==> src/rtl/store_buffer.sv <==
// store_buffer: FIFO of committed stores sitting between MEM and the
// single-port data cache. Stores enter in one cycle and drain one per cycle
// whenever no load is looking up. Loads search youngest-to-oldest; a fully
// covering entry forwards data, a partial overlap raises a conflict.

// Per-entry overlap/cover test against the current load.
module sb_match #(
  parameter int AW = 32
) (
  input  logic          vld,
  input  logic [AW-3:0] ewd,
  input  logic [3:0]    emask,
  input  logic [AW-3:0] lwd,
  input  logic [3:0]    lmask,
  output logic          ovl,
  output logic          cov
);
  assign ovl = vld && (ewd == lwd) && (|(emask & lmask));
  assign cov = ((emask & lmask) == lmask);
endmodule

module store_buffer #(
  parameter int DEPTH = 4,
  parameter int AW    = 32
) (
  input  logic                     clk,
  input  logic                     rst_n,
  input  logic                     st_valid,
  input  logic [2:0]               st_memop,
  input  logic [AW-1:0]            st_addr,
  input  logic [31:0]              st_data,
  output logic                     st_ready,
  output logic                     st_err,
  input  logic                     ld_valid,
  input  logic [2:0]               ld_memop,
  input  logic [AW-1:0]            ld_addr,
  output logic                     ld_hit,
  output logic [31:0]              ld_data,
  output logic                     ld_conflict,
  output logic                     mem_wen,
  output logic [2:0]               mem_memop,
  output logic [AW-1:0]            mem_addr,
  output logic [31:0]              mem_data,
  output logic                     empty,
  output logic [$clog2(DEPTH):0]   count
);
  localparam int PW = $clog2(DEPTH);
  localparam int CW = PW + 1;

  typedef struct packed {
    logic [AW-1:0] addr;
    logic [2:0]    memop;
    logic [31:0]   data;
    logic [3:0]    mask;
    logic [31:0]   lane;
  } ent_t;

  // Byte-enable mask; unsigned loads reuse the signed masks, illegal ops get 0.
  function automatic logic [3:0] mask_of(input logic [2:0] op, input logic [1:0] a);
    case (op)
      3'b000, 3'b100: mask_of = 4'b0001 << a;
      3'b001, 3'b101: mask_of = a[1] ? 4'b1100 : 4'b0011;
      3'b010:         mask_of = 4'b1111;
      default:        mask_of = 4'b0000;
    endcase
  endfunction

  // Replicate the right-justified store data into every byte lane it may hit.
  function automatic logic [31:0] lane_of(input logic [2:0] op, input logic [31:0] d);
    case (op[1:0])
      2'b00:   lane_of = {4{d[7:0]}};
      2'b01:   lane_of = {2{d[15:0]}};
      default: lane_of = d;
    endcase
  endfunction

  ent_t             ent [DEPTH];
  logic [DEPTH-1:0] vld;
  logic [PW-1:0]    wptr, rptr;
  logic [CW-1:0]    cnt;

  logic st_legal, enq, pop, full;

  assign full     = (cnt == CW'(DEPTH));
  assign empty    = (cnt == '0);
  assign count    = cnt;
  assign st_ready = !full;
  assign st_legal = (st_memop == 3'b000) ||
                    (st_memop == 3'b001 && !st_addr[0]) ||
                    (st_memop == 3'b010 && st_addr[1:0] == 2'b00);
  assign enq      = st_valid && st_ready && st_legal;
  // Loads own the cache port, so drain only in load-free cycles.
  assign pop      = !empty && !ld_valid;

  assign mem_wen   = pop;
  assign mem_memop = ent[rptr].memop;
  assign mem_addr  = ent[rptr].addr;
  assign mem_data  = ent[rptr].data;

  // Control state: valid bits, pointers, occupancy and the error pulse.
  always_ff @(posedge clk or negedge rst_n) begin
    if (!rst_n) begin
      vld    <= '0;
      wptr   <= '0;
      rptr   <= '0;
      cnt    <= '0;
      st_err <= 1'b0;
    end else begin
      st_err <= st_valid && st_ready && !st_legal;
      if (pop) begin
        vld[rptr] <= 1'b0;
        rptr      <= rptr + 1'b1;
      end
      if (enq) begin
        vld[wptr] <= 1'b1;
        wptr      <= wptr + 1'b1;
      end
      case ({enq, pop})
        2'b10:   cnt <= cnt + 1'b1;
        2'b01:   cnt <= cnt - 1'b1;
        default: cnt <= cnt;
      endcase
    end
  end

  // Entry payload; no reset needed since valid bits gate every use.
  always_ff @(posedge clk) begin
    if (enq) begin
      ent[wptr].addr  <= st_addr;
      ent[wptr].memop <= st_memop;
      ent[wptr].data  <= st_data;
      ent[wptr].mask  <= mask_of(st_memop, st_addr[1:0]);
      ent[wptr].lane  <= lane_of(st_memop, st_data);
    end
  end

  // Lookup: one comparator per entry.
  logic [3:0]       ld_mask;
  logic [DEPTH-1:0] ovl, cov;

  assign ld_mask = mask_of(ld_memop, ld_addr[1:0]);

  for (genvar i = 0; i < DEPTH; i++) begin : g_match
    sb_match #(.AW(AW)) u_match (
      .vld   (vld[i]),
      .ewd   (ent[i].addr[AW-1:2]),
      .emask (ent[i].mask),
      .lwd   (ld_addr[AW-1:2]),
      .lmask (ld_mask),
      .ovl   (ovl[i]),
      .cov   (cov[i])
    );
  end

  logic          sel_ovl, sel_cov;
  logic [PW-1:0] sel_idx, idx;

  // Walk oldest to youngest so the youngest overlapping entry wins.
  always_comb begin
    sel_ovl = 1'b0;
    sel_cov = 1'b0;
    sel_idx = '0;
    idx     = '0;
    for (int k = 0; k < DEPTH; k++) begin
      idx = rptr + PW'(k);
      if (ovl[idx]) begin
        sel_ovl = 1'b1;
        sel_cov = cov[idx];
        sel_idx = idx;
      end
    end
  end

  logic [31:0] sel_word, ext;
  logic [7:0]  sel_b;
  logic [15:0] sel_h;

  assign sel_word = ent[sel_idx].lane;
  assign sel_b    = sel_word[{ld_addr[1:0], 3'b000} +: 8];
  assign sel_h    = ld_addr[1] ? sel_word[31:16] : sel_word[15:0];

  // Extend the selected lanes according to the load type.
  always_comb begin
    case (ld_memop)
      3'b000:  ext = {{24{sel_b[7]}}, sel_b};
      3'b001:  ext = {{16{sel_h[15]}}, sel_h};
      3'b010:  ext = sel_word;
      3'b100:  ext = {24'h0, sel_b};
      3'b101:  ext = {16'h0, sel_h};
      default: ext = 32'h0;
    endcase
  end

  assign ld_hit      = ld_valid && sel_ovl && sel_cov;
  assign ld_conflict = ld_valid && sel_ovl && !sel_cov;
  assign ld_data     = ld_hit ? ext : 32'h0;

endmodule

==> config.mk <==
export PLATFORM = sky130hd
export DESIGN_NAME = store_buffer
export DESIGN_NICKNAME = d
export VERILOG_FILES = /design/src/rtl/store_buffer.sv
export SDC_FILE = /design/constraint.sdc
export NUM_CORES = 1
export LEC_CHECK = 0
export CORE_MARGIN = 5
export CORE_UTILIZATION = 40
export DETAILED_ROUTE_END_ITERATION = 7
export DONT_BUFFER_PORTS = 1
export MAX_ROUTING_LAYER = met4
export PLACE_DENSITY = 0.57
export SLEW_MARGIN = 5
export SYNTH_ARGS = -nofsm -noshare
export SYNTH_HDL_FRONTEND = slang
export SYNTH_SLANG_ARGS = --single-unit
==> constraint.sdc <==
create_clock -name clk -period 5.05 [get_ports clk]
set_input_delay 1.01 -clock clk [delete_from_list [all_inputs] [get_ports clk]]
set_output_delay 1.01 -clock clk [all_outputs]
set_load 0.05 [all_outputs]
[Word level (Yosys, flattened, before mapping)]
Memory sizes are Yosys's and may differ from the RTL's.
Cells that the tools add are included.
Operators by class
  eq/ne operators: 20
  muxes and demuxes: 47
  magnitude comparators: 7
  reduce and logical (&&, ||, !) cells: 41
  shift operators: 3
  bitwise logic cells: 7
  $add $sub $neg: 6
Operators with widths (number)
  32-bit case mux with 5 select lines: 1
  30-bit == test: 4
  32-bit 2-to-1 mux: 2
  32-bit case mux with 2 select lines: 1
  32-bit by 6-bit variable part select with 8-bit output: 1
  4-bit case mux with 3 select lines: 2
  4-bit AND: 5
  1-bit 2-to-1 mux: 20
  4-bit 2-to-1 mux: 5
  1-bit logical AND: 19
  1-bit binary-select mux with 2-bit select: 8
  4-bit == test: 4
  16-bit 2-to-1 mux: 1
  4-bit OR reduction: 4
  3-bit == test (second input constant): 5
  2-bit by 3-bit < comparator with 1-bit output (second input constant): 5
  3-bit logical NOT: 3
  2-bit 2-to-1 mux: 4
  2-bit OR reduction: 4
  1-bit by 2-bit << shifter with 4-bit output (first input constant): 2
  3-bit by 1-bit == test with 1-bit output (second input constant): 2
  3-bit by 2-bit == test with 1-bit output (second input constant): 2
  1-bit logical NOT: 6
  3-bit case mux with 2 select lines: 1
  other kinds (13): 20
Storage, ports and cells
  output and inout bits: 108
  input port bits: 106
  word-level logic and storage cells: 137
  register bits: 12
  memories kept: 1
  RAM bits: 412
Memories
  ent: words 4, bits a word 103, rd ports 6, clocked after Yosys merged registers in 0, wr ports 1, line 77  | ent_t ent [DEPTH];

[Longest topological paths before layout]
Gate-level depths: netlist (run 1).
An unclocked memory read counts as a cell.
  depth in word-level cells: 16
  mapped depth: 16
  gate-level depth less buffers: 11

[By module]
Synthesis (run 1) repeated with hierarchy kept, for this count alone.
Unflattened totals
  cells, all modules: 1194
  area total of the unflattened synthesis: 18107.4 um^2
By module, submodules not included
  store_buffer: cells each 998, area an instance 16575.9 um^2, times used 1, seq. area each 11711.2 um^2
  sb_match: cells each 49, area an instance 382.9 um^2, times used 4, seq. area each 0.0 um^2

[Worst setup path before layout (run 1)]
Ideal clock, no wire load.
  path type: input-to-output
  start point: in ld_addr[28]
  end point: out ld_data[21]
  cell stages on the path: 12
  setup slack: -1326 ps
  arrival: 5366 ps
  required time: 4040 ps
  buffers on the path: 1
  path through: xor2_1 or4_1 or4_4 a2111oi_0 o221ai_1 o31a_1 a311oi_1 o22ai_1 a211oi_2 nand2b_1 clkbuf_1 a31oi_1
On the way
  elaborated cells between the ends (all ways): 39
  those cells by class: eq/ne (4); shift (1); mux (23); reduce/logical (10); memory (1)
RTL lines
  start: declaration: line 36  | input logic [AW-1:0] ld_addr,
  30-bit == test: line 18  | assign ovl = vld && (ewd == lwd) && (|(emask & lmask));
  1-bit logical AND (2 in series): line 18
  1-bit binary-select mux with 2-bit select: line 166  | if (ovl[idx]) begin
  1-bit 2-to-1 mux (not written as such): line 166
  1-bit 2-to-1 mux (4 in series): line 166
  1-bit logical AND: line 194  | assign ld_hit = ld_valid && sel_ovl && sel_cov;
  1-bit logical AND *: line 194
  via ld_hit: line 37  | output logic ld_hit,
  32-bit 2-to-1 mux *: line 196  | assign ld_data = ld_hit ? ext : 32'h0;
  end: declaration: line 38  | output logic [31:0] ld_data,
Mark *: on every way through the listed nets, which the timed path passes. The rest lies on a longest branch. The select of a mux whose other input is x is not followed.

[Final worst setup path (run 1)]
  start point: in ld_addr[28]
  end point: out ld_data[27]
On the way
  cells in the longest elaborated chain, start to end: 13
  elaborated cells between the ends (all ways): 39
  those cells by class: eq/ne (4); shift (1); mux (23); reduce/logical (10); memory (1)
Ends and longest elaborated chain
  30-bit == test: line 18
  1-bit logical AND (2 in series): line 18
  1-bit binary-select mux with 2-bit select: line 166
  1-bit 2-to-1 mux (not written as such): line 166
  2-bit 2-to-1 mux (4 in series): line 166
  memory read 4 x 103 bit
  32-bit by 6-bit variable part select with 8-bit output / 16-bit 2-to-1 mux (equally long branches): line 179, 180
  32-bit case mux with 5 select lines: line 184  | case (ld_memop)
  32-bit 2-to-1 mux *: line 196
Every way passes the cells marked *; elsewhere a longest branch is shown, timed or not. The select of a mux whose other input is x is not followed.

==> metrics.sh, run 1 <==
TIMING.CRITICAL_PATH.ARRIVAL_PS=4460
CTS_BUFFERS=44
DOMINANT_COMBINATIONAL_CELL_FAMILY_BY_AREA_AFTER_SYNTHESIS='multiplexers'
YS_FF_LATCH=392
YOSYS_WARNINGS=0
FINALHOLDVIOLATIONS=0
WORST_PIN_SLEW_PS=1180
GP_ROUTABILITY_CONGESTION=0.935
GLOBAL_ROUTING_USAGE_SUMMED_ACROSS_ALL_ROUTING_LAYERS=0.214
DETAIL_ROUTE.WL_PER_CELL_UM=26.6
YOSYS.AREA.TOP_TYPE='sky130_fd_sc_hd__edfxtp_1'
TIMING.HOLD.WS_PS=121
AREA_OF_COMBINATIONAL_CELLS_WITH_MULTIPLE_INPUTS_MM2=0.00691
DRC=0
MIN_PERIOD_PS=5470
FINAL_NET_COUNT=1466
VIAS_PER_CELL=5.67
CLOCK-ROOT-BUFFER='sky130_fd_sc_hd__clkbuf_16'
SYNTH_TOP_AREA_SHARE=0.629
TIMING.REG2REG.WORST_PATH_DEPTH=6
DPL.HPWL_UM=37900
AREA_GROWTH_SYN_TO_LAYOUT_PCT=26.6
POWER.IR.VDD_WORST_V=0.000403
YOSYS.CELL_COUNT.TOP_TYPE='sky130_fd_sc_hd__edfxtp_1'
SYNTH_FF_TYPE='sky130_fd_sc_hd__edfxtp_1'
FINAL_CELLS=1984
RUN_STATUS='finished, violations left'
LEAKAGE_COMPONENT_OF_THE_POWER_nW=7.38
MET3_LENGTH_UM=4030
NFILLCELLS=3776
HIGHEST_CLOCK_FREQUENCY_THE_DESIGN_CAN_MEET_GHz=0.183
SETUP.WORST_PATH.START_CLASS='input port'
DRTITER0DRC=891
SYNTH.AREA.TOP_CELLS='sky130_fd_sc_hd__edfxtp_1 63%, sky130_fd_sc_hd__mux4_2 8.6%, sky130_fd_sc_hd__xnor2_1 5.7%'
GR-TOTAL-OVERFLOW=0
WL_MET1_UM=22100
GRT_START_MAX_NET_PINS=57
SYNTH.NET_COUNT=1295
CLOCK_NETWORK_LATENCY_TO_THE_LATER_PIN_OF_THE_WORST_SKEW_PAIR_PS=580
SYN_AREA_MM2=0.0181
CTS.REPORTEDPATHS.CLKPINSLEW_PS=60
CTSLONGESTPATHBUFFERS=3
DRV.MAX_CAP_VIOLATION_COUNT=0
SYNTHARSTFLOPSHARE=0.0306
FINAL_LAYOUT_SIZE_SUFFIX_GT1_FRAC=0.342
INITIAL_UTILIZATION=0.402
CTS_HTREE_LEVELS=2
MET2_WIRE_LENGTH_UM=25600
CRITICAL_PATH_PEAK_FANOUT=7
POWER.DENSITY_mW_PER_MM2=450
SYNTH_TOP_CELLS_BY_COUNT='380 x sky130_fd_sc_hd__edfxtp_1, 119 x sky130_fd_sc_hd__xnor2_1, 71 x sky130_fd_sc_hd__nand2_1, 69 x sky130_fd_sc_hd__mux4_2, 53 x sky130_fd_sc_hd__nand4_1'
FF_LATCH_AREA_MM2=0.0117
ANTENNA_FOUND_INITIAL=2
ROUTE.ANTENNA.REMAINING_NETS=0
CRITICAL_PATH_CLASS='input port to output port'
TIMING.HOLD.WORST.CLASS='input port to asynchronous set/reset pin'
ANTENNA_CELLS=0
GRT_SETUP_UNREPAIRED='yes'
DIE_AREA_MM2=0.0497
SYNTH-ADDER-AREA-SHARE=0.00731
VERTICAL_DIE_DIMENSION_UM=223
FINAL-MAX-SLEW-VIOLATION-COUNT=0
DR_TOTAL_VIAS=11300
CTS_NUM_SINKS=392
VIOLATED_CHECKS='negative setup slack'
CORE_AREA_MM2=0.0451
DETAIL_ROUTE.WIRELENGTH_UM=52800
DETAILEDPLACE.WORSTSLACK_PS=-640
SYNTH_SEQUENTIAL_AREA_RATIO=0.646
IO_BUFFERS=0
SYNTH_CELL_TYPES=67
SYNTH-SIMPLE-AREA-SHARE=0.0724
ROWS=78
CRIT_REQUIRED_PS=4040
SYNTH-EDFF-COUNT=380
FINISH.UTILIZATION=0.509
TOP_LAYER='met4'
SYNTH_COMPOUND_AREA_FRAC=0.0686
POST_SYNTH_XOR_AREA_FRACTION=0.0604
DIE_WIDTH_UM=223
IO_PINS=214
CP-END-KIND='output port'
SETUP_SLACK_AFTER_LAYOUT_PS=-424
PLACE.DETAILED.INSTANCES=1894
TIMING.SETUP.TNS_PS=-11900
SYNTH_CELLS=1179
MAX_SLEW_MARGIN=0.213
FRACTION_OF_THE_CYCLE_THE_FINAL_WORST_PATH_NEEDS=1.08
FINAL-SETUP-VIOL-COUNT=32
DRT_FIRST_PASS_ITERS=5
TRITONCTS='done'
WIRE_LENGTH_OF_THE_FIRST_GLOBAL_ROUTING_PASS_UM=77500
VIAS_IN_THE_FIRST_GLOBAL_ROUTE=11400
SYNTHESIS.AREA_PER_INSTANCE_UM2=15.4
SYNTHMUXAREASHARE=0.124
FINALCLOCKSKEW_PS=28.0
-- repair_timing --
action,in CTS,in global routing
hold buffers,0,0
buffers inserted,4,4
setup endpoints to repair,33,34
cloned,2,0
gates resized for setup,29,19
pin swaps,11,8
-- final cells by class --
class                           count  share of cell area
Sequential cell                   392               0.510
Multi-Input combinational cell    694               0.301
Timing Repair Buffer              204              0.0890
Clock buffer                       56              0.0504
Tap cell                          600              0.0327
Clock inverter                     24              0.0143
Inverter                           14             0.00240
-- layout by cell type, fill, tap and decap left out, types with 8 or more instances in the layout --
cell and instances:
sky130_fd_sc_hd__xnor2_1 113, sky130_fd_sc_hd__nand4_1 53, sky130_fd_sc_hd__inv_1 13, sky130_fd_sc_hd__a211oi_1 14, sky130_fd_sc_hd__mux2i_1 45, sky130_fd_sc_hd__a21oi_1 21
sky130_fd_sc_hd__nor2_1 24, sky130_fd_sc_hd__and2_1 13, sky130_fd_sc_hd__nor4_1 10, sky130_fd_sc_hd__mux4_2 69, sky130_fd_sc_hd__a22oi_2 14, sky130_fd_sc_hd__nand3_1 23
sky130_fd_sc_hd__clkbuf_16 44, sky130_fd_sc_hd__o21ai_0 17, sky130_fd_sc_hd__mux2_2 18, sky130_fd_sc_hd__and2_0 8, sky130_fd_sc_hd__ha_1 9, sky130_fd_sc_hd__buf_12 34
sky130_fd_sc_hd__edfxtp_1 380, sky130_fd_sc_hd__a21o_1 10, sky130_fd_sc_hd__buf_4 162, sky130_fd_sc_hd__clkbuf_1 11, sky130_fd_sc_hd__a31oi_4 17, sky130_fd_sc_hd__nand2_1 71
sky130_fd_sc_hd__dfrtp_1 10
-- cell families (layout without fill, tap and decap cells) --
kind of cell	after synthesis	in the layout
xor gates and xnor gates	125	125
adders and majority gates	10	10
and+or+nand+nor	249	249
AOI/OAI and AO/OA	175	175
buffers and inverters	93	298
muxes	135	135
DFF	392	392
-- critical path, cell delays in order --
cell and delay (ps):
sky130_fd_sc_hd__xor2_1 190, sky130_fd_sc_hd__or4_1 530, sky130_fd_sc_hd__or4_4 480, sky130_fd_sc_hd__a211oi_4 250
sky130_fd_sc_hd__mux2_4 210, sky130_fd_sc_hd__a22oi_2 110, sky130_fd_sc_hd__nor2_4 200, sky130_fd_sc_hd__mux4_2 550
sky130_fd_sc_hd__buf_4 170, sky130_fd_sc_hd__a32oi_4 250, sky130_fd_sc_hd__buf_6 160, sky130_fd_sc_hd__buf_16 130
sky130_fd_sc_hd__a31oi_4 200
-- per-layer routing --
layer  vias to the layer above  track usage
met1                      5801        0.285
met2                       372        0.336
met4                         0       0.0490
met3                        71       0.0566
li1                       5006            -
met5                         -            -
-- state kept, by name (all words and copies together), names as in the netlist --
register / flops
count: 3
ent: 380
rptr: 2
st_err: 1
vld: 4
wptr: 2
-- where the power goes --
part / switching, mW / internal, mW
logic: 2.19 / 0.902
clock network: 1.32 / 1.95
registers: 0.176 / 3.81
-- path summary, 6_finish.rpt --
| kind | endpoint | from | slack (ps) |
|---|---|---|---|
| setup / recovery | ld_data[27] | ld_addr[28] | -420 |
| hold / removal | rptr[1]$_DFFE_PN0P_ | rst_n | 120 |
| setup reg to reg | ent[1][71]$_DFFE_PP_ | count[1]$_DFFE_PN0P_ | 1240 |
| hold reg to reg | vld[1]$_DFF_PN0_ | vld[1]$_DFF_PN0_ | 540 |
| max in group asynchronous | count[2]$_DFFE_PN0P_ | rst_n | 4830 |
| min in group clk | ent[2][85]$_DFFE_PP_ | st_addr[14] | 520 |
-- through the flow --
| stage | instance area (µm²) | total power, mW |
|---|---|---|
| 5_1_grt | 23000 | 10.7 |
| 4_1_cts | 22800 | 10.4 |
| 2_1_floorplan | 18800 | 6.46 |
| 3_5_place_dp | 21100 | 7.15 |
| 3_3_place_gp | 21100 | 7.14 |
| 6_report | 23000 | 10.3 |
(Power assumes the default switching activity.)
==> run 2: changes to the inputs <==
==> constraint.sdc (replaced) <==
create_clock -name clk -period 5.05 [get_ports clk]
set_input_delay 0.7575 -clock clk [delete_from_list [all_inputs] [get_ports clk]]
set_output_delay 0.7575 -clock clk [all_outputs]
set_load 0.05 [all_outputs]
==> run 2 against run 1 <==
The flow still finishes with violations (negative setup slack); register-to-register slack improved by 150 ps; sequential power barely moved; flip-flop and latch count is the same; fmax grew 4.6%; final cell count decreased by 2.9%; global-route usage barely moved; combinational power decreased by 2%; worst hold slack better by 150 ps; worst setup slack better by 240 ps; clock skew decreased by 11 ps; first-iteration DRC count up 4.5%; critical path depth unchanged; critical endpoint is now ld_data[20]; largest cell class unchanged; largest power group unchanged.
==> metrics.sh, run 2 (same netlist as run 1, synthesis figures left out) <==
IO_PINS=214  # unchanged
WIRE_LENGTH_OF_THE_FIRST_GLOBAL_ROUTING_PASS_UM=77200  # -0.47%
FINISH.INSTANCE_AREA_MM2=0.0225  # -2.0%
CTS_NUM_SINKS=392  # unchanged
TIMING.CRITICAL_PATH.ARRIVAL_PS=4480  # +20 ps
CRITICAL_PATH_CLASS='flop to output port'
INITIAL_UTILIZATION=0.402  # unchanged
SETUP_SLACK_AFTER_LAYOUT_PS=-185  # +239 ps
DIE_WIDTH_UM=223  # unchanged
FINISH.UTILIZATION=0.499  # -0.00999
GP_ROUTABILITY_CONGESTION=0.988  # +5.6%
WORST_PIN_SLEW_PS=1110  # -69.3 ps
MOSTFREQUENTLAYOUTCELL='sky130_fd_sc_hd__edfxtp_1'
VIAS_PER_CELL=5.79  # +2.2%
CLOCK-ROOT-BUFFER='sky130_fd_sc_hd__clkbuf_16'
FINALHOLDVIOLATIONS=0  # unchanged
IO_BUFFERS=0  # unchanged
ROUTE.ANTENNA.REMAINING_NETS=0  # unchanged
FINAL_NET_COUNT=1408  # -4.0%
CRITICAL_PATH_PEAK_FANOUT=7  # unchanged
GRT_START_MAX_NET_PINS=51  # -11%
TIMING.HOLD.WORST.CLASS='input port to flop'
ANTENNA_FOUND_INITIAL=0  # -2
VERTICAL_DIE_DIMENSION_UM=223  # unchanged
VIOLATED_CHECKS='negative setup slack'
LEAKAGE_COMPONENT_OF_THE_POWER_nW=7.15  # -3.0%
DRC=0  # unchanged
DRTITER0DRC=931  # +4.5%
CTS_BUFFERS=45  # +2.3%
CTS.REPORTEDPATHS.CLKPINSLEW_PS=70  # about the same
CTSLONGESTPATHBUFFERS=3  # unchanged
CP-END-KIND='output port'
MAX_SLEW_MARGIN=0.258  # +0.0451
FINAL-SETUP-VIOL-COUNT=32  # unchanged
AREA_GROWTH_SYN_TO_LAYOUT_PCT=24.1
GRT_SETUP_UNREPAIRED='yes'
TIMING.HOLD.WS_PS=272  # +151 ps
FINAL-MAX-SLEW-VIOLATION-COUNT=0  # unchanged
LARGEST-REGISTER='ent'
DRT_FIRST_PASS_ITERS=5  # unchanged
POWER.DENSITY_mW_PER_MM2=460  # +2.0%
VIAS_IN_THE_FIRST_GLOBAL_ROUTE=11500  # +1.5%
POWER.IR.VDD_WORST_V=0.000323  # -20%
LARGEST_REG_FLOPS=380  # unchanged
DETAILEDPLACE.WORSTSLACK_PS=-149  # +492 ps
FINAL_LAYOUT_SIZE_SUFFIX_GT1_FRAC=0.314  # -0.0275
DETAIL_ROUTE.WIRELENGTH_UM=52900  # +0.10%
MIN_PERIOD_PS=5240  # -239 ps
ANTENNA_CELLS=0  # unchanged
PLACE_AREA_MM2=0.0205  # -2.8%
TRITONCTS='done'
DR_TOTAL_VIAS=11200  # -0.75%
DIE_AREA_MM2=0.0497  # unchanged
FRACTION_OF_THE_CYCLE_THE_FINAL_WORST_PATH_NEEDS=1.04  # -0.0474
SETUP.WORST_PATH.START_CLASS='flop'
TIMING.SETUP.TNS_PS=-4870  # +7030 ps
NFILLCELLS=3730  # -1.2%
RUN_STATUS='finished, violations left'
HIGHEST_CLOCK_FREQUENCY_THE_DESIGN_CAN_MEET_GHz=0.191  # +4.6%
MOST-COMMON-LAYOUT-CELLS='380 x sky130_fd_sc_hd__edfxtp_1, 106 x sky130_fd_sc_hd__xnor2_1, 98 x sky130_fd_sc_hd__buf_4'
GLOBAL_ROUTING_USAGE_SUMMED_ACROSS_ALL_ROUTING_LAYERS=0.214  # -0.000298
CLOCK_NETWORK_LATENCY_TO_THE_LATER_PIN_OF_THE_WORST_SKEW_PAIR_PS=580  # about the same
DPL.HPWL_UM=36900  # -2.7%
DRV.MAX_CAP_VIOLATION_COUNT=0  # unchanged
CRIT_REQUIRED_PS=4290  # +250 ps
ROWS=78  # unchanged
FINALCLOCKSKEW_PS=17.1  # -10.9 ps
FF_LATCH_AREA_MM2=0.0117  # unchanged
CORE_AREA_MM2=0.0451  # unchanged
AREA_OF_COMBINATIONAL_CELLS_WITH_MULTIPLE_INPUTS_MM2=0.00682  # -1.2%
GR-TOTAL-OVERFLOW=0  # unchanged
CTS_HTREE_LEVELS=2  # unchanged
DETAIL_ROUTE.WL_PER_CELL_UM=27.4  # +3.1%
## run 2: changes by cell type in the layout (fill, tap and decap cells not counted), moves of 7 or more
| cell | previous run | this run |
|---|---|---|
| sky130_fd_sc_hd__a22oi_1 | 3 | 10 |
| sky130_fd_sc_hd__clkinv_2 | 5 | 12 |
| sky130_fd_sc_hd__buf_4 | 162 | 98 |
| sky130_fd_sc_hd__a22oi_2 | 14 | 7 |
| sky130_fd_sc_hd__xnor2_1 | 113 | 106 |
| sky130_fd_sc_hd__clkbuf_1 | 11 | 3 |
| sky130_fd_sc_hd__xnor2_2 | 6 | 13 |
## run 2: final cells by class
| type | instances | area share |
|---|---|---|
| inverter | 14 | 0.00245 |
| clock inverter | 33 | 0.0165 |
| multi-input combinational | 694 | 0.303 |
| tap | 600 | 0.0334 |
| clock buffer | 49 | 0.0516 |
| timing repair buffer | 145 | 0.0724 |
| sequential | 392 | 0.521 |
## run 2: worst paths after layout
path	slack (ps)	to	start	depth (start not counted)
max in group asynchronous	3920	rptr[0]$_DFFE_PN0P_	rst_n	1
hold / removal	270	ent[1][50]$_DFFE_PP_	st_data[14]	0
setup reg to reg	1390	ent[1][67]$_DFFE_PP_	count[1]$_DFFE_PN0P_	6
min in group asynchronous	650	count[2]$_DFFE_PN0P_	rst_n	1
hold reg to reg	560	vld[1]$_DFF_PN0_	vld[1]$_DFF_PN0_	1
setup / recovery	-190	ld_data[20]	ent[1][99]$_DFFE_PP_	13
## run 2: critical path, cell delays in order, from the launching register on
cell and delay [ps]:
sky130_fd_sc_hd__edfxtp_1 390, sky130_fd_sc_hd__xor2_1 170, sky130_fd_sc_hd__or4_4 560, sky130_fd_sc_hd__or4_4 490, sky130_fd_sc_hd__buf_4 170, sky130_fd_sc_hd__a2111oi_4 320
sky130_fd_sc_hd__o221ai_1 140, sky130_fd_sc_hd__o31a_1 140, sky130_fd_sc_hd__a311oi_2 230, sky130_fd_sc_hd__o22ai_2 140, sky130_fd_sc_hd__a211oi_4 350, sky130_fd_sc_hd__nand2b_4 210
sky130_fd_sc_hd__clkbuf_16 220, sky130_fd_sc_hd__a31oi_4 360
## run 2: power breakdown
part           leakage (nW)  total, mW  internal (mW)  switching, mW
Clock                 0.752       3.36           2.03           1.33
Sequential             3.58       3.96           3.81          0.150
Combinational          2.82       3.04          0.857           2.18
## run 2: timing repair
item                                   CTS  global route
endpoints found under the hold margin   12             0
hold buffers                             1             0
resized for setup                       33            27
cloned                                   2             1
setup buffers                            4             4
pin swaps                               14             8
setup endpoints to repair               32            33
## run 2: routing by layer
metal | global-route usage | wire length [µm] | up-vias
li1 | - | - | 4901
met1 | 0.266 | 21100 | 5745
met2 | 0.345 | 26000 | 428
met3 | 0.0628 | 4490 | 92
met4 | 0.0623 | 1330 | 0
met5 | - | 0 | -
## run 2: stage by stage
step / total power [mW] / cells
after global placement: 7.04 / 1833
after CTS: 10.4 / 1922
after floorplan: 6.44 / 1179
after global routing: 10.7 / 1927
final: 10.3 / 1927
after detailed placement: 7.04 / 1833
==> run 3: changes to the inputs <==
--- a/config.mk
+++ b/config.mk
@@ -5,6 +5,7 @@
 export SDC_FILE = /design/constraint.sdc
 export NUM_CORES = 1
 export LEC_CHECK = 0
+export CORE_ASPECT_RATIO = 1.5
 export CORE_MARGIN = 5
 export CORE_UTILIZATION = 40
 export DETAILED_ROUTE_END_ITERATION = 7
==> run 3 against run 2 <==
The run still ends with negative setup slack left; combinational power about the same; worst setup slack better by 3.3 ps; fmax is essentially flat; critical path type unchanged; critical endpoint is now ld_data[8]; largest cell class unchanged.
==> metrics.sh, run 3 (same netlist as run 1, synthesis figures left out) <==
RUN_STATUS='finished, violations left'
VIOLATED_CHECKS='negative setup slack'
MOSTFREQUENTLAYOUTCELL='sky130_fd_sc_hd__edfxtp_1'
WORST_PIN_SLEW_PS=1260  # +147 ps
DETAIL_ROUTE.WL_PER_CELL_UM=28.6  # +4.2%
TRITONCTS='done'
DIE_WIDTH_UM=184  # -18%
CTS_NUM_SINKS=392  # unchanged
MIN_PERIOD_PS=5230  # -3.33 ps
AREA_GROWTH_SYN_TO_LAYOUT_PCT=27.8
GP_ROUTABILITY_CONGESTION=1.05  # +6.4%
MIN-DELAY-START='st_data[30]'
CRITICAL_PATH.TOP_DELAY_FAMILY='simple AND/OR/NAND/NOR gates'
LARGEST-REGISTER='ent'
CRITICAL_PATH_PEAK_FANOUT=7  # unchanged
RELATIVE_CONTRIBUTION_OF_THE_CLOCK_NETWORK_TO_TOTAL_POWER=0.299  # -0.025
FINISH.INSTANCE_AREA_MM2=0.0232  # +3.0%
ANTENNA_FOUND_INITIAL=0  # unchanged
GRT_START_MAX_NET_PINS=82  # +61%
VIAS_PER_CELL=5.81  # +0.32%
GRT.BUSIEST_LAYER='met2'
CRIT_REG_REG_STARTPOINT='count[1]$_DFFE_PN0P_'
VIAS_IN_THE_FIRST_GLOBAL_ROUTE=12200  # +6.3%
CP-END-KIND='output port'
CTS_BUFFERS=41  # -8.9%
DETAIL_ROUTE.WIRELENGTH_UM=56400  # +6.7%
CLOCK_NETWORK_LATENCY_TO_THE_LATER_PIN_OF_THE_WORST_SKEW_PAIR_PS=560  # -20 ps
WORST_R2R_ENDPOINT='ent[2][99]$_DFFE_PP_'
IO_PINS=214  # unchanged
DRTITER0DRC=860  # -7.6%
TIMING.CRITICAL_PATH.ARRIVAL_PS=4470  # about the same
CTS_HTREE_LEVELS=2  # unchanged
GR-TOTAL-OVERFLOW=0  # unchanged
SETUP_SLACK_AFTER_LAYOUT_PS=-182  # +3.33 ps
SW_FRAC_OF_TOTAL=0.358  # +0.00503
LARGEST_REG_FLOPS=380  # unchanged
GRT_SETUP_UNREPAIRED='yes'
DRV.MAX_CAP_VIOLATION_COUNT=0  # unchanged
CTSLONGESTPATHBUFFERS=3  # unchanged
INITIAL_UTILIZATION=0.405  # +0.00248
CTS.REPORTEDPATHS.CLKPINSLEW_PS=70  # about the same
VERTICAL_DIE_DIMENSION_UM=271  # +21%
FINISH.UTILIZATION=0.517  # +0.0179
FINAL-MAX-SLEW-VIOLATION-COUNT=0  # unchanged
ANTENNA_CELLS=0  # unchanged
TIMING.REG2REG.WORST_PATH_DEPTH=6  # unchanged
GLOBAL_ROUTING_USAGE_SUMMED_ACROSS_ALL_ROUTING_LAYERS=0.229  # +0.0153
FINALHOLDVIOLATIONS=0  # unchanged
DIE_AREA_MM2=0.0498  # +0.18%
SETUP.REG_TO_REG.WORST_SLACK_PS=1400  # about the same
GROUTE.LAYER.MET1.USAGE=0.232  # -0.0340
FINAL_NET_COUNT=1480  # +5.1%
ROUTE.ANTENNA.REMAINING_NETS=0  # unchanged
GR-USAGE-MET2=0.410  # +0.0654
CRITPATHBUFINV=2  # unchanged
CRIT_REQUIRED_PS=4290  # about the same
HOLDPATHSTAGES=0  # unchanged
POWER.DENSITY_mW_PER_MM2=434  # -5.6%
CRITICAL_PATH_CLASS='flop to output port'
POWER.NET_SWITCHING_mW=3.60  # -1.4%
FINALCLOCKSKEW_PS=18.6  # +1.49 ps
CLOCK-ROOT-BUFFER='sky130_fd_sc_hd__clkbuf_16'
SHARE_COMB_OF_TOTAL_POWER=0.304  # +0.011
WORST_HOLD_PATH.ENDPOINT='ent[2][66]$_DFFE_PP_'
CP_COMMON_CELL='sky130_fd_sc_hd__buf_12'
DRC=0  # unchanged
FINAL-SETUP-VIOL-COUNT=27  # -16%
HIGHEST_CLOCK_FREQUENCY_THE_DESIGN_CAN_MEET_GHz=0.191  # about the same
FINAL_LAYOUT_SIZE_SUFFIX_GT1_FRAC=0.361  # +0.0471
TIMING.HOLD.WORST.CLASS='input port to flop'
TIMING.CRITICAL_PATH.DEPTH=13  # unchanged
IO_BUFFERS=0  # unchanged
SETUP.WORST_PATH.START_CLASS='flop'
SEQPWRFRAC=0.398  # +0.016
NFILLCELLS=3685  # -1.2%
TIMING.HOLD.WS_PS=289  # +17.2 ps
DRT_FIRST_PASS_ITERS=5  # unchanged
DETAILEDPLACE.WORSTSLACK_PS=-212  # -63.4 ps
MOST-COMMON-LAYOUT-CELLS='380 x sky130_fd_sc_hd__edfxtp_1, 153 x sky130_fd_sc_hd__buf_4, 112 x sky130_fd_sc_hd__xnor2_1'
POWER.INTERNAL_mW=6.45  # -3.6%
POWER.IR.VDD_WORST_V=0.000365  # +13%
PLACE_AREA_MM2=0.0209  # +2.0%
ROWS=95  # +22%
LEAKAGE_COMPONENT_OF_THE_POWER_nW=7.45  # +4.2%
DPL.HPWL_UM=39500  # +7.2%
CRIT_CHAIN='xor2_2 > or4_1 > or4_4 > a211oi_4 > mux2_4 > a22oi_2 > nor2_4 > mux4_2 > o2111ai_2 > and2_4 > buf_12 > o22ai_4 > buf_12'
WIRE_LENGTH_OF_THE_FIRST_GLOBAL_ROUTING_PASS_UM=82200  # +6.5%
CORE_AREA_MM2=0.0448  # -0.61%
MAX_SLEW_MARGIN=0.156  # -0.102
GR-USAGE-MET3=0.0589  # -0.00390
CPPEAKSTAGEDELAY_PS=590  # +30 ps
DR_TOTAL_VIAS=11500  # +2.8%
FRACTION_OF_THE_CYCLE_THE_FINAL_WORST_PATH_NEEDS=1.04  # about the same
SLOWEST_STAGE='sky130_fd_sc_hd__mux4_2'
==> run 3: area by class of cell <==
type                    instances  area [µm²]  area share
clock buffers                  47        1050      0.0452
clock inverters                24         267      0.0115
multi-input cells             694        7050       0.304
inverters                      14        60.1     0.00259
well taps                     582         728      0.0314
repair buffers                221        2300      0.0992
flip-flops and latches        392       11700       0.506
==> run 3: metrics by stage <==
step | setup TNS, ps | instances | total power [mW]
3_5_place_dp | -6000 | 1880 | 7.11
3_3_place_gp | -5870 | 1880 | 7.09
6_report | -4130 | 1974 | 10.1
2_1_floorplan | 0 | 1179 | 6.44
5_1_grt | -8270 | 1974 | 10.4
4_1_cts | -3890 | 1966 | 10.2
==> run 3: power by group through the flow <==
stage               sequential [mW]  clock, mW  combinational, mW
floorplan                      4.00          0               2.44
global placement               4.06          0               3.03
detailed placement             4.07          0               3.04
CTS                            4.00       3.08               3.09
global route                   4.02       3.21               3.21
finish                         4.00       3.00               3.05
==> run 3: worst register-to-register path: cells and delay by family (launching register included) <==
family / cells / cell delay, ps
buffers and inverters: 2 / 620
DFF: 1 / 660
and+or+nand+nor: 4 / 2040
==> run 3: worst max path at each step <==
stage                   to  slack, ps                 start
2_1_floorplan  ld_data[21]          9            ld_addr[5]
3_3_place_gp   ld_data[10]       -230            ld_addr[5]
3_5_place_dp   ld_data[17]       -210            ld_addr[5]
4_1_cts        ld_data[22]       -170  ent[1][73]$_DFFE_PP_
5_1_grt        ld_data[12]       -320  ent[1][99]$_DFFE_PP_
6_report        ld_data[8]       -180  ent[1][73]$_DFFE_PP_
==> run 3: layer usage <==
layer / up-vias / wire [µm]
li1: 5029 / -
met1: 5835 / 18400
met2: 469 / 30600
met3: 142 / 4230
met4: 0 / 3170
met5: - / 0
==> run 3: what timing repair did <==
action	4_1_cts	5_1_grt
setup endpoints to repair	33	33
resized for setup	82	65
endpoints found under the hold margin	12	0
hold buffers	1	0
cloned	3	2
pin swaps	21	37
setup buffers	11	11
